### config.mk
export PLATFORM = sky130hd
export DESIGN_NAME = instr_encoder
export DESIGN_NICKNAME = d
export VERILOG_FILES = /design/src/rtl/rv_pkg.sv /design/src/rtl/instr_pack.sv /design/src/rtl/instr_encoder.sv
export SDC_FILE = /design/constraint.sdc
export NUM_CORES = 1
export LEC_CHECK = 0
export ABC_AREA = 0
export BUFFER_PORTS_ARGS = -buffer_cell sky130_fd_sc_hd__buf_2
export CORE_ASPECT_RATIO = 1.2
export CORE_MARGIN = 5
export CORE_UTILIZATION = 35
export DETAILED_ROUTE_END_ITERATION = 12
export SYNTH_ARGS = -nofsm -noshare
export SYNTH_HDL_FRONTEND = slang
export SYNTH_SLANG_ARGS = --single-unit
### constraint.sdc
create_clock -name clk -period 2.7 [get_ports clk]
set_clock_uncertainty 0.05 [all_clocks]
set_input_delay 0.405 -clock clk [delete_from_list [all_inputs] [get_ports clk]]
set_output_delay 0.405 -clock clk [all_outputs]
set_load 0.02 [all_outputs]
### src/rtl/rv_pkg.sv
// rtl/rv_pkg.sv - shared RV32I format codes, field widths and encoding helpers
package rv_pkg;

  localparam int FMT_W   = 3;
  localparam int OPC_W   = 7;
  localparam int REG_W   = 5;
  localparam int F3_W    = 3;
  localparam int F7_W    = 7;
  localparam int INSTR_W = 32;

  localparam logic [INSTR_W-1:0] NOP = 32'h00000013;

  typedef enum logic [FMT_W-1:0] {
    FMT_I  = 3'd0,
    FMT_U  = 3'd1,
    FMT_S  = 3'd2,
    FMT_R  = 3'd3,
    FMT_SB = 3'd4,
    FMT_UJ = 3'd5
  } fmt_e;

  typedef struct packed {
    logic               err;
    logic [INSTR_W-1:0] instr;
  } enc_word_t;

  // True when imm[31:msb] are all copies of imm[msb], i.e. the value fits
  // in a signed field whose top bit is msb.
  function automatic logic sext_ok(input logic [31:0] imm, input int unsigned msb);
    logic ok;
    ok = 1'b1;
    for (int i = 0; i < 32; i++) begin
      if (i > msb && imm[i] != imm[msb]) ok = 1'b0;
    end
    return ok;
  endfunction

endpackage

### src/rtl/instr_pack.sv
// rtl/instr_pack.sv - combinational field bundle to {err, instr} packer
import rv_pkg::*;

module instr_pack (
  input  logic [FMT_W-1:0]   fmt,
  input  logic [OPC_W-1:0]   opcode,
  input  logic [REG_W-1:0]   rd,
  input  logic [REG_W-1:0]   rs1,
  input  logic [REG_W-1:0]   rs2,
  input  logic [F3_W-1:0]    funct3,
  input  logic [F7_W-1:0]    funct7,
  input  logic [31:0]        imm,
  output enc_word_t          word
);

  logic [INSTR_W-1:0] raw;
  logic               legal;

  // Pack fields by format and decide legality; illegal words collapse to NOP.
  always_comb begin
    raw   = '0;
    legal = 1'b0;
    case (fmt)
      FMT_R: begin
        raw   = {funct7, rs2, rs1, funct3, rd, opcode};
        legal = 1'b1;
      end
      FMT_I: begin
        raw   = {imm[11:0], rs1, funct3, rd, opcode};
        legal = sext_ok(imm, 11);
      end
      FMT_S: begin
        raw   = {imm[11:5], rs2, rs1, funct3, imm[4:0], opcode};
        legal = sext_ok(imm, 11);
      end
      FMT_SB: begin
        raw   = {imm[12], imm[10:5], rs2, rs1, funct3, imm[4:1], imm[11], opcode};
        legal = sext_ok(imm, 12) && !imm[0];
      end
      FMT_U: begin
        raw   = {imm[31:12], rd, opcode};
        legal = (imm[11:0] == 12'd0);
      end
      FMT_UJ: begin
        raw   = {imm[20], imm[10:1], imm[11], imm[19:12], rd, opcode};
        legal = sext_ok(imm, 20) && !imm[0];
      end
      default: begin
        raw   = '0;
        legal = 1'b0;
      end
    endcase
    if (opcode[1:0] != 2'b11) legal = 1'b0;
    word.err   = !legal;
    word.instr = legal ? raw : NOP;
  end

endmodule

### src/rtl/instr_encoder.sv
// rtl/instr_encoder.sv - pipelined RV32I encoder with 2-entry output buffer
import rv_pkg::*;

module instr_encoder #(
  parameter int CNT_W = 16
) (
  input  logic               clk,
  input  logic               rst_n,
  input  logic               in_valid,
  output logic               in_ready,
  input  logic [FMT_W-1:0]   in_fmt,
  input  logic [OPC_W-1:0]   in_opcode,
  input  logic [REG_W-1:0]   in_rd,
  input  logic [REG_W-1:0]   in_rs1,
  input  logic [REG_W-1:0]   in_rs2,
  input  logic [F3_W-1:0]    in_funct3,
  input  logic [F7_W-1:0]    in_funct7,
  input  logic [31:0]        in_imm,
  output logic               out_valid,
  input  logic               out_ready,
  output logic [INSTR_W-1:0] out_instr,
  output logic               out_err,
  output logic [CNT_W-1:0]   accept_cnt
);

  enc_word_t  packed_word;
  enc_word_t  mem [2];
  logic       wr_ptr;
  logic       rd_ptr;
  logic [1:0] count;
  logic       push;
  logic       pop;

  instr_pack u_pack (
    .fmt    (in_fmt),
    .opcode (in_opcode),
    .rd     (in_rd),
    .rs1    (in_rs1),
    .rs2    (in_rs2),
    .funct3 (in_funct3),
    .funct7 (in_funct7),
    .imm    (in_imm),
    .word   (packed_word)
  );

  // Ready depends only on stored occupancy so a full buffer never chains
  // out_ready into in_ready.
  assign in_ready  = (count < 2'd2);
  assign out_valid = (count != 2'd0);
  assign push      = in_valid && in_ready;
  assign pop       = out_valid && out_ready;
  assign out_instr = mem[rd_ptr].instr;
  assign out_err   = mem[rd_ptr].err;

  // Buffer storage, pointers, occupancy and saturating accept counter.
  always_ff @(posedge clk or negedge rst_n) begin
    if (!rst_n) begin
      mem[0]     <= '0;
      mem[1]     <= '0;
      wr_ptr     <= 1'b0;
      rd_ptr     <= 1'b0;
      count      <= 2'd0;
      accept_cnt <= '0;
    end else begin
      if (push) begin
        mem[wr_ptr] <= packed_word;
        wr_ptr      <= !wr_ptr;
        if (accept_cnt != {CNT_W{1'b1}}) accept_cnt <= accept_cnt + 1'b1;
      end
      if (pop) rd_ptr <= !rd_ptr;
      case ({push, pop})
        2'b10:   count <= count + 2'd1;
        2'b01:   count <= count - 2'd1;
        default: count <= count;
      endcase
    end
  end

endmodule

==> results.toml, run 1 <==
[pwr]
finalPower_uw = 3800
p_comb_share_pct = 29.9
p_per_area_nw_per_um2 = 644
p_int_uw = 2460
p_sw_uw = 1350
p_leak_uw = 0.00269
seqPwrFrac_pct = 39.5
p_clk_share_pct = 30.6
switching_share_pct = 35.4
ir_drop_v = 0.000718

[yosys]
synth_nets = 615
ys.flop_type = "dfrtp_1"
muxShareOfSynthArea_pct = 12.6
yosysSeqAreaShare_pct = 44.8
synth_warnings = 0
syn_inst = 542
synth-edff-count = 0
synth_top_area_share_pct = 44.8
syn_area_um2 = 4800
synth_xor_area_share_pct = 3.10
synth_top_family_by_area = "simple AND/OR/NAND/NOR gates"
ys_types = 41
synth_area_leaders = "dfrtp_1, nand2_1, mux2_2"
yosys.area_share.simple_pct = 20.3
avgSynthCellArea_um2 = 8.86
yosys.area_share.adder_pct = 0.521
ys_seq_elements = 86
synth_compound_area_share_pct = 15.0
yosysTopAreaCell = "dfrtp_1"
synthArstFlopShare_pct = 100

[route]
firstDrtPassIters = 4
drt_drc_violations_left = 0
drt-initial-drc-count = 206
vias = 4359
wire_per_inst_um = 16.7
wirelength_um = 13800
viasPerCell = 5.26
ant_nets = 0

[place]
place_inst = 812
io_buffer_count = 121
hpwlAfterDp_um = 10000
gp_congestion = 0.928

[timing]
fin_crit_ns = 2.22
tns_ns = 0
slew_viol_final = 0
fmax_ghz = 0.450
setup_viol = 0
hold_violations = 0
relSlewSlack_pct = 59.3
worstMarginPinSlew_ns = 0.610
min_period_over_period_pct = 82.3
rsz0062_at_grt = "false"

[floorplan]
pin_count = 122
dieWidth_um = 117
die_h_um = 138
placementRows = 47
start_util_pct = 35.2
core-area_um2 = 13600
dieArea_um2 = 16200

[setup_path]
r2r_start = "accept_cnt[0]$_DFFE_PN0P_"
arrival_ns = 2.39
crit_path_end_kind = "register"
path_max_fanout = 5
worstPathRequired_ns = 2.87
startpoint = "accept_cnt[0]$_DFFE_PN0P_"
crit_type = "reg -> reg"
critPathLaunchType = "register"

[final_layout]
diodes = 0
nNetsFinal = 725
area_delta_synth_final_pct = 22.9
stdcell_count = 828
drive_gt1_share_pct = 30.6

[clock_tree]
htreeDepth = 3
cts_setup_buffers = 0
holdBufCountCts = 0
numCtsBuffers = 9
cts_resized = 0
cts-root-buf = "clkbuf_16"
cts.sinks = 86
cts_tree = "built"
clockBufferDepth = 2
clk_pin_slew_ns = 0.06
clock_latency_ns = 0.33

[global_route]
grt_pass1_wl_um = 22400
antenna_found_initial = 0
grt-ovfl-total = 0
grt_max_degree = 48
grt_pass1_vias = 4400
grt_usage_pct = 17.2

[min_path]
hp-class = "in -> async"

[flow_run]
cap_violations = 0

[run_status]
outcome = "finished, final reports clean"
[metal layers]
metal | global-route usage [%] | vias to the layer above | wire length (µm)
met4 | 4.65 | 0 | 147
li1 | - | 2114 | -
met5 | 0 | - | 0
met3 | 4.90 | 13 | 1050
met1 | 23.2 | 2083 | 6090
met2 | 27.1 | 149 | 6490
[worst paths after layout]
check / endpoint / depth (start not counted) / slack, ns
max in group asynchronous: mem[5]$_DFFE_PN0P_ / 2 / 1.94
worst min-delay path: accept_cnt[6]$_DFFE_PN0P_ / 1 / 0.03
worst max register to register: accept_cnt[11]$_DFFE_PN0P_ / 7 / 0.48
worst max-delay path: accept_cnt[11]$_DFFE_PN0P_ / 7 / 0.48
worst min register to register: mem[0]$_DFFE_PN0P_ / 1 / 0.41
min in group clk: mem[5]$_DFFE_PN0P_ / 3 / 0.27
[critical path, stage by stage (launching register included)]
cell,delay (ns)
dfrtp_1,0.42
ha_1,0.22
and2_1,0.20
nand4_1,0.20
o21ai_1,0.21
nor3_1,0.48
nand3_1,0.17
xnor2_1,0.16
[stage by stage]
stage	utilization [%]	hold WS, ns	setup slack (ns)	area (µm²)
2_1_floorplan	-	0.0594	0.647	4800
3_5_place_dp	41.2	0.399	0.191	5620
5_1_grt	43.3	0.0787	0.253	5900
6_report	43.3	0.0312	0.478	5900
3_3_place_gp	41.2	0.393	0.250	5620
4_1_cts	43.3	0.0501	0.473	5900
[area by class of cell]
class	instances	area, µm²
clock buffers	9	225
clock inverters	7	55.1
fillers	1337	7740
inverters	6	22.5
multi-input cells	413	2490
flip-flops and latches	86	2150
well taps	171	214
repair buffers	136	746
[power groups by stage]
stage | clock [µW] | combinational [µW] | sequential [µW]
2_1_floorplan | 0 | 706 | 1560
3_3_place_gp | 0 | 1140 | 1520
3_5_place_dp | 0 | 1150 | 1530
4_1_cts | 1200 | 1160 | 1500
5_1_grt | 1250 | 1260 | 1520
6_report | 1160 | 1140 | 1500
[flip-flops by register name (all words and copies together) (netlist names)]
register,flops
mem,66
accept_cnt,16
count,2
rd_ptr,1
wr_ptr,1
[Yosys cell counts, types with 7 or more instances]
| library cell | n |
|---|---|
| nand4_1 | 7 |
| nand3_1 | 10 |
| o21ai_0 | 68 |
| o22ai_1 | 8 |
| nand2b_1 | 8 |
| xnor2_1 | 13 |
| mux2_2 | 41 |
| nor2_1 | 19 |
| dfrtp_1 | 86 |
| mux2i_1 | 12 |
| o31ai_1 | 10 |
| clkbuf_1 | 32 |
| nor2b_1 | 10 |
| a22oi_1 | 9 |
| nand2_1 | 133 |
| a21oi_1 | 14 |
[cell usage in the layout, fill, tap and decap left out, types with 2 or more instances in the layout]
cell type and count:
nor2_1 18, mux2i_1 12, nor2b_1 10, o41ai_1 2, xnor2_1 13, clkinvlp_4 2
or4_1 2, and2_1 5, nand2_1 133, inv_6 3, ha_1 2, o221ai_1 5
nand2b_1 7, and3_1 5, a22oi_1 9, o31a_1 2, nor4_1 6, nor3_1 5
nand4_1 7, o22ai_1 8, xor2_1 4, buf_12 2, buf_4 14, o31ai_1 10
a21oi_1 14, o21ai_1 2, dfrtp_1 86, nand3_1 10, o21ai_0 68, mux2_2 41
inv_1 6, buf_2 120, clkbuf_16 9
[logic make-up after synthesis]
kind of cell | after synthesis
buffers and inverters | 43
and+or+nand+nor | 217
xor gates and xnor gates | 17
DFF | 86
adders and majority gates | 2
AOI/OAI and AO/OA | 123
muxes | 54
Power figures use the tool's default switching activity.
==> run 2: changes to the inputs <==
==> constraint.sdc (replaced) <==
create_clock -name clk -period 2.12 [get_ports clk]
set_clock_uncertainty 0.05 [all_clocks]
set_input_delay 0.318 -clock clk [delete_from_list [all_inputs] [get_ports clk]]
set_output_delay 0.318 -clock clk [all_outputs]
set_load 0.02 [all_outputs]
==> run 2 against run 1 <==
Effect of this change:
- sequential share of layout area decreased by 2.5 points
- die area unchanged
- fmax increased by 12%
- utilization increased by 3.1 points
- largest power group unchanged
==> results.toml, run 2 (same netlist as run 1, synthesis figures left out) <==
[run_status]
outcome = "finished, final reports clean"

[setup_path]
crit_buf_inv = 1
critPathLaunchType = "register"
critical_path.top_delay_family = "simple AND/OR/NAND/NOR gates"
arrival_ns = 2.19
crit_chain = "ha_1, and2_1, nand4_1, buf_4, nor2_1, nor2_1, and3_1, xor2_1"
path_max_fanout = 5
crit_path_end_kind = "register"
cp_common_cell = "nor2_1"
crit_type = "reg -> reg"
cpPeakStageDelay_ns = 0.42
worstPathRequired_ns = 2.32
slowest_stage = "dfrtp_1"

[clock_tree]
htreeDepth = 3
cts_tree = "built"
cts.sinks = 86
cts-root-buf = "clkbuf_16"
clock_latency_ns = 0.33
numCtsBuffers = 9
clockBufferDepth = 2
clk_pin_slew_ns = 0.06

[pwr]
finalPower_uw = 5160
p_leak_uw = 0.00293
ir_drop_v = 0.00100
p_per_area_nw_per_um2 = 815

[timing]
min_period_over_period_pct = 93.6
relSlewSlack_pct = 62.5
hold_violations = 0
tns_ns = 0
slew_viol_final = 0
fin_crit_ns = 1.98
fmax_ghz = 0.504
rsz0062_at_grt = "false"
holdWs_ns = 0.184
setup_viol = 0
finalWorstSetupSlack_ns = 0.136
worstMarginPinSlew_ns = 0.562

[final_layout]
regMostFlops = "mem"
largest_reg_flops = 66
area_delta_synth_final_pct = 31.8
drive_gt1_share_pct = 35.1
nNetsFinal = 769
fill_cells = 1324
mostFrequentLayoutCells = "nand2_1, buf_2, dfrtp_1"
final_common_cell = "nand2_1"
diodes = 0
reg_top3 = "mem x66, accept_cnt x16, count x2"

[route]
wire_per_inst_um = 16.8
drt_drc_violations_left = 0
ant_nets = 0
drt-initial-drc-count = 356
viasPerCell = 5.16
vias = 4502
wirelength_um = 14600
firstDrtPassIters = 5

[global_route]
grt_usage_pct = 17.9
grt_pass1_vias = 4524
grt-ovfl-total = 0
grt_pass1_wl_um = 23200
antenna_found_initial = 0
grt_max_degree = 49

[floorplan]
start_util_pct = 35.2
placementRows = 47
dieWidth_um = 117
pin_count = 122
dieArea_um2 = 16200
die_h_um = 138
core-area_um2 = 13600

[min_path]
hp-class = "in -> reg"

[place]
post-place-ws_ns = -0.280
io_buffer_count = 121
hpwlAfterDp_um = 10900
gp_congestion = 0.916

[flow_run]
cap_violations = 0
-- run 2: changes by cell type in the layout (fill, tap and decap cells not counted), moves of 2 or more --
cell	change
buf_12	+3
o21ai_1	-2
buf_4	+39
bufinv_16	+2
o21ai_2	+2
-- run 2: metrics by stage --
stage | area [µm²] | instances | utilization, %
after global placement | 5960 | 852 | 43.7
after detailed placement | 5960 | 852 | 43.7
after CTS | 6290 | 869 | 46.1
final | 6330 | 872 | 46.4
after floorplan | 4800 | 542 | -
after global routing | 6330 | 872 | 46.4
-- run 2: worst paths after layout --
| path | depth (start not counted) | slack [ns] | end | from |
|---|---|---|---|---|
| setup / recovery | 8 | 0.14 | accept_cnt[4]$_DFFE_PN0P_ | accept_cnt[0]$_DFFE_PN0P_ |
| hold / removal | 2 | 0.18 | mem[4]$_DFFE_PN0P_ | in_opcode[4] |
| setup reg to reg | 8 | 0.14 | accept_cnt[4]$_DFFE_PN0P_ | accept_cnt[0]$_DFFE_PN0P_ |
| hold reg to reg | 1 | 0.41 | mem[34]$_DFFE_PN0P_ | mem[34]$_DFFE_PN0P_ |
| max in group asynchronous | 3 | 1.08 | accept_cnt[8]$_DFFE_PN0P_ | rst_n |
| min in group asynchronous | 2 | 0.34 | mem[18]$_DFFE_PN0P_ | rst_n |
-- run 2: report_power, final --
group	switching [µW]	leakage, µW	internal (µW)
combinational	938	0.00164	612
clock	644	0.000154	1040
sequential	128	0.00114	1790
-- run 2: repair_timing --
item                                    CTS  global route
setup buffers                             0             2
hold buffers                              1             0
resized for setup                         0             3
hold endpoints to repair                 13             0
endpoints found under the setup margin    0            19
-- run 2: area by class of cell --
| type | instances | area [µm²] | area share, % |
|---|---|---|---|
| Multi-Input combinational cell | 414 | 2510 | 39.7 |
| Sequential cell | 86 | 2150 | 34.0 |
| Timing Repair Buffer | 179 | 1110 | 17.5 |
| Clock buffer | 10 | 229 | 3.62 |
| Tap cell | 171 | 214 | 3.38 |
| Clock inverter | 6 | 93.8 | 1.48 |
| Inverter | 6 | 22.5 | 0.356 |
-- run 2: routing by layer --
metal  up-vias  track usage [%]  share of wire, %
li1       2208                -                 -
met1      2138             24.6                45
met2       140             28.3                47
met3        16             3.85               6.1
met4         0             5.01               1.7
met5         -                0                 0
==> run 3: changes to the inputs <==
--- a/config.mk
+++ b/config.mk
@@ -5,12 +5,13 @@
 export SDC_FILE = /design/constraint.sdc
 export NUM_CORES = 1
 export LEC_CHECK = 0
-export ABC_AREA = 0
+export ABC_AREA = 1
 export BUFFER_PORTS_ARGS = -buffer_cell sky130_fd_sc_hd__buf_2
-export CORE_ASPECT_RATIO = 1.2
+export CORE_ASPECT_RATIO = 1.75
 export CORE_MARGIN = 5
 export CORE_UTILIZATION = 35
 export DETAILED_ROUTE_END_ITERATION = 12
+export PLACE_DENSITY_LB_ADDON = 0.08
 export SYNTH_ARGS = -nofsm -noshare
 export SYNTH_HDL_FRONTEND = slang
 export SYNTH_SLANG_ARGS = --single-unit
==> run 3 against run 2 <==
Effect of this change:
- cell count rose by 15%
- power rose by 3.1%
- combinational power rose by 22%
- first-iteration DRC count fell by 44%
- sequential power rose by 5%
- register-to-register slack improved by 0.07 ns
- utilization fell by 2.2 points
- via count rose by 12%
- worst hold slack improved by 0.022 ns
- synthesized cell count rose by 29%
- critical path type unchanged
- largest cell class unchanged
- highest routed layer unchanged
==> results.toml, run 3 <==
[run_status]
outcome = "finished, final reports clean"

[final_layout]
diodes = 0
regMostFlops = "mem"
drive_gt1_share_pct = 21.6
largest_reg_flops = 66
fill_cells = 1494
stdcell_count = 1001
mostFrequentLayoutCells = "nand2_1, buf_2, dfrtp_1"
nNetsFinal = 894
reg_top3 = "mem x66, accept_cnt x16, count x2"
area_delta_synth_final_pct = 24.1
final_common_cell = "nand2_1"
postLayoutCoreUtil_pct = 44.2

[yosys]
synth_nets = 771
syn_inst = 698
synth.top_cells.by_count = "nand2_1, dfrtp_1, nand4_1"
synth_top_area_share_pct = 43.7
synth_area_leaders = "dfrtp_1, nand2_1, nand4_1"
yosysSeqAreaShare_pct = 43.7
yosysTopAreaCell = "dfrtp_1"
synth_most_common_cell = "nand2_1"
ys.flop_type = "dfrtp_1"
avgSynthCellArea_um2 = 7.05
ys_types = 33
syn_area_um2 = 4920
synthArstFlopShare_pct = 100
synth_warnings = 0
synth-edff-count = 0
ys_seq_elements = 86

[place]
hpwlAfterDp_um = 12300
place_inst = 986
io_buffer_count = 121
gp_congestion = 1.03
post-place-ws_ns = -0.0267

[global_route]
grt-ovfl-total = 0
antenna_found_initial = 0
grt_max_degree = 42
grt_pass1_vias = 5218
grt_usage_pct = 20.2
grt_pass1_wl_um = 26600

[setup_path]
critPathLaunchType = "register"
r2r_slack_ns = 0.21
cpPeakStageDelay_ns = 0.42
crit_chain = "ha_1, inv_1, nor4_2, inv_1, nor2_1, nand2_1, nor2_1, xor2_1"
worst_r2r_endpoint = "accept_cnt[14]$_DFFE_PN0P_"
crit_path_end_kind = "register"
critical_path.top_delay_family = "simple AND/OR/NAND/NOR gates"
path_max_fanout = 4
arrival_ns = 2.12
reg2regPathDepth = 8
slowest_stage = "dfrtp_1"
crit_type = "reg -> reg"
r2r_start = "accept_cnt[0]$_DFFE_PN0P_"
worstPathRequired_ns = 2.32
crit_buf_inv = 2

[clock_tree]
htreeDepth = 3
clockBufferDepth = 2
cts-root-buf = "clkbuf_16"
clock_latency_ns = 0.33
cts.sinks = 86
numCtsBuffers = 9
cts_setup_buffers = 0
cts_tree = "built"
clk_pin_slew_ns = 0.06

[timing]
fmax_ghz = 0.522
slew_viol_final = 0
rsz0062_at_grt = "false"
finalWorstSetupSlack_ns = 0.205
relSlewSlack_pct = 45.9
min_period_over_period_pct = 90.3
hold_violations = 0
tns_ns = 0
setup_viol = 0
worstMarginPinSlew_ns = 0.806
fin_crit_ns = 1.91

[route]
viasPerCell = 5.06
firstDrtPassIters = 4
wire_per_inst_um = 16.4
drt_drc_violations_left = 0
vias = 5061
wirelength_um = 16400
ant_nets = 0
drt-initial-drc-count = 200

[min_path]
hold_start = "in_opcode[6]"
hp-class = "in -> reg"
hold_path_end = "mem[6]$_DFFE_PN0P_"
holdPathStages = 3

[flow_run]
cap_violations = 0

[pwr]
p_per_area_nw_per_um2 = 870
ir_drop_v = 0.000380
p_leak_uw = 0.00347

[floorplan]
die_h_um = 167
core-area_um2 = 13800
pin_count = 122
dieArea_um2 = 16600
placementRows = 57
dieWidth_um = 99.7
start_util_pct = 35.6
## run 3: changes by cell type after synthesis, sizes merged, moves of 21 or more
cell   previous run  this run
inv               6        51
nand2           133       321
nand4             7        63
mux2             41         1
nor2             19        40
o21ai            70        22
## run 3: layout make-up
class | count | area [µm²] | area share (%)
clock buffer | 12 | 246 | 4.03
clock inverter | 2 | 10.0 | 0.164
inverter | 52 | 195 | 3.19
multi-input combinational | 526 | 2440 | 39.9
sequential | 86 | 2150 | 35.2
tap | 177 | 221 | 3.62
timing repair buffer | 146 | 848 | 13.9
## run 3: through the flow
step	total power, µW	instance area [µm²]	hold WS (ns)
2_1_floorplan	3160	4920	-0.0276
3_3_place_gp	3930	5830	0.312
3_5_place_dp	3950	5830	0.314
4_1_cts	5390	6100	0.189
5_1_grt	5660	6110	0.207
6_report	5320	6110	0.206
## run 3: cells by family after synthesis
| family | count (synthesis) | synth area share [%] |
|---|---|---|
| fa+ha+maj | 2 | 0.508 |
| simple gates | 463 | 40.2 |
| compound gates | 42 | 5.06 |
| xor+xnor | 18 | 3.20 |
| mux | 1 | 0.229 |
| buf+inv | 86 | 7.14 |
| flops | 86 | 43.7 |
## run 3: metal layers
metal,track usage (%),vias to the layer above,wire [µm]
met1,22.2,2381,6320
met2,37.0,152,8770
met3,3.01,26,713
met4,9.93,0,633
li1,-,2502,-
met5,0,-,0
## run 3: how the worst max path moves through the flow
stage,depth (start not counted),endpoint,startpoint
5_1_grt,10,accept_cnt[11]$_DFFE_PN0P_,accept_cnt[0]$_DFFE_PN0P_
3_5_place_dp,11,mem[42]$_DFFE_PN0P_,in_imm[20]
2_1_floorplan,10,accept_cnt[11]$_DFFE_PN0P_,accept_cnt[0]$_DFFE_PN0P_
3_3_place_gp,11,mem[46]$_DFFE_PN0P_,in_imm[20]
6_report,8,accept_cnt[14]$_DFFE_PN0P_,accept_cnt[0]$_DFFE_PN0P_
4_1_cts,10,accept_cnt[11]$_DFFE_PN0P_,accept_cnt[0]$_DFFE_PN0P_
## run 3: where the power goes
part / switching, µW / internal, µW / leakage [µW]
sequential: 156 / 1870 / 0.00114
clock: 599 / 810 / 0.000128
combinational: 1300 / 584 / 0.00220
## run 3: tightest hold or removal path, delay by kind of cell
family | cells | cell delay, ns
buf+inv | 1 | 0.11
simple gates | 2 | 0.12
## run 3: what timing repair did
action                                 4_1_cts  5_1_grt
hold buffers                                 1        0
gates resized for setup                      0        3
endpoints found under the hold margin       39        0
setup endpoints to repair                    0        4
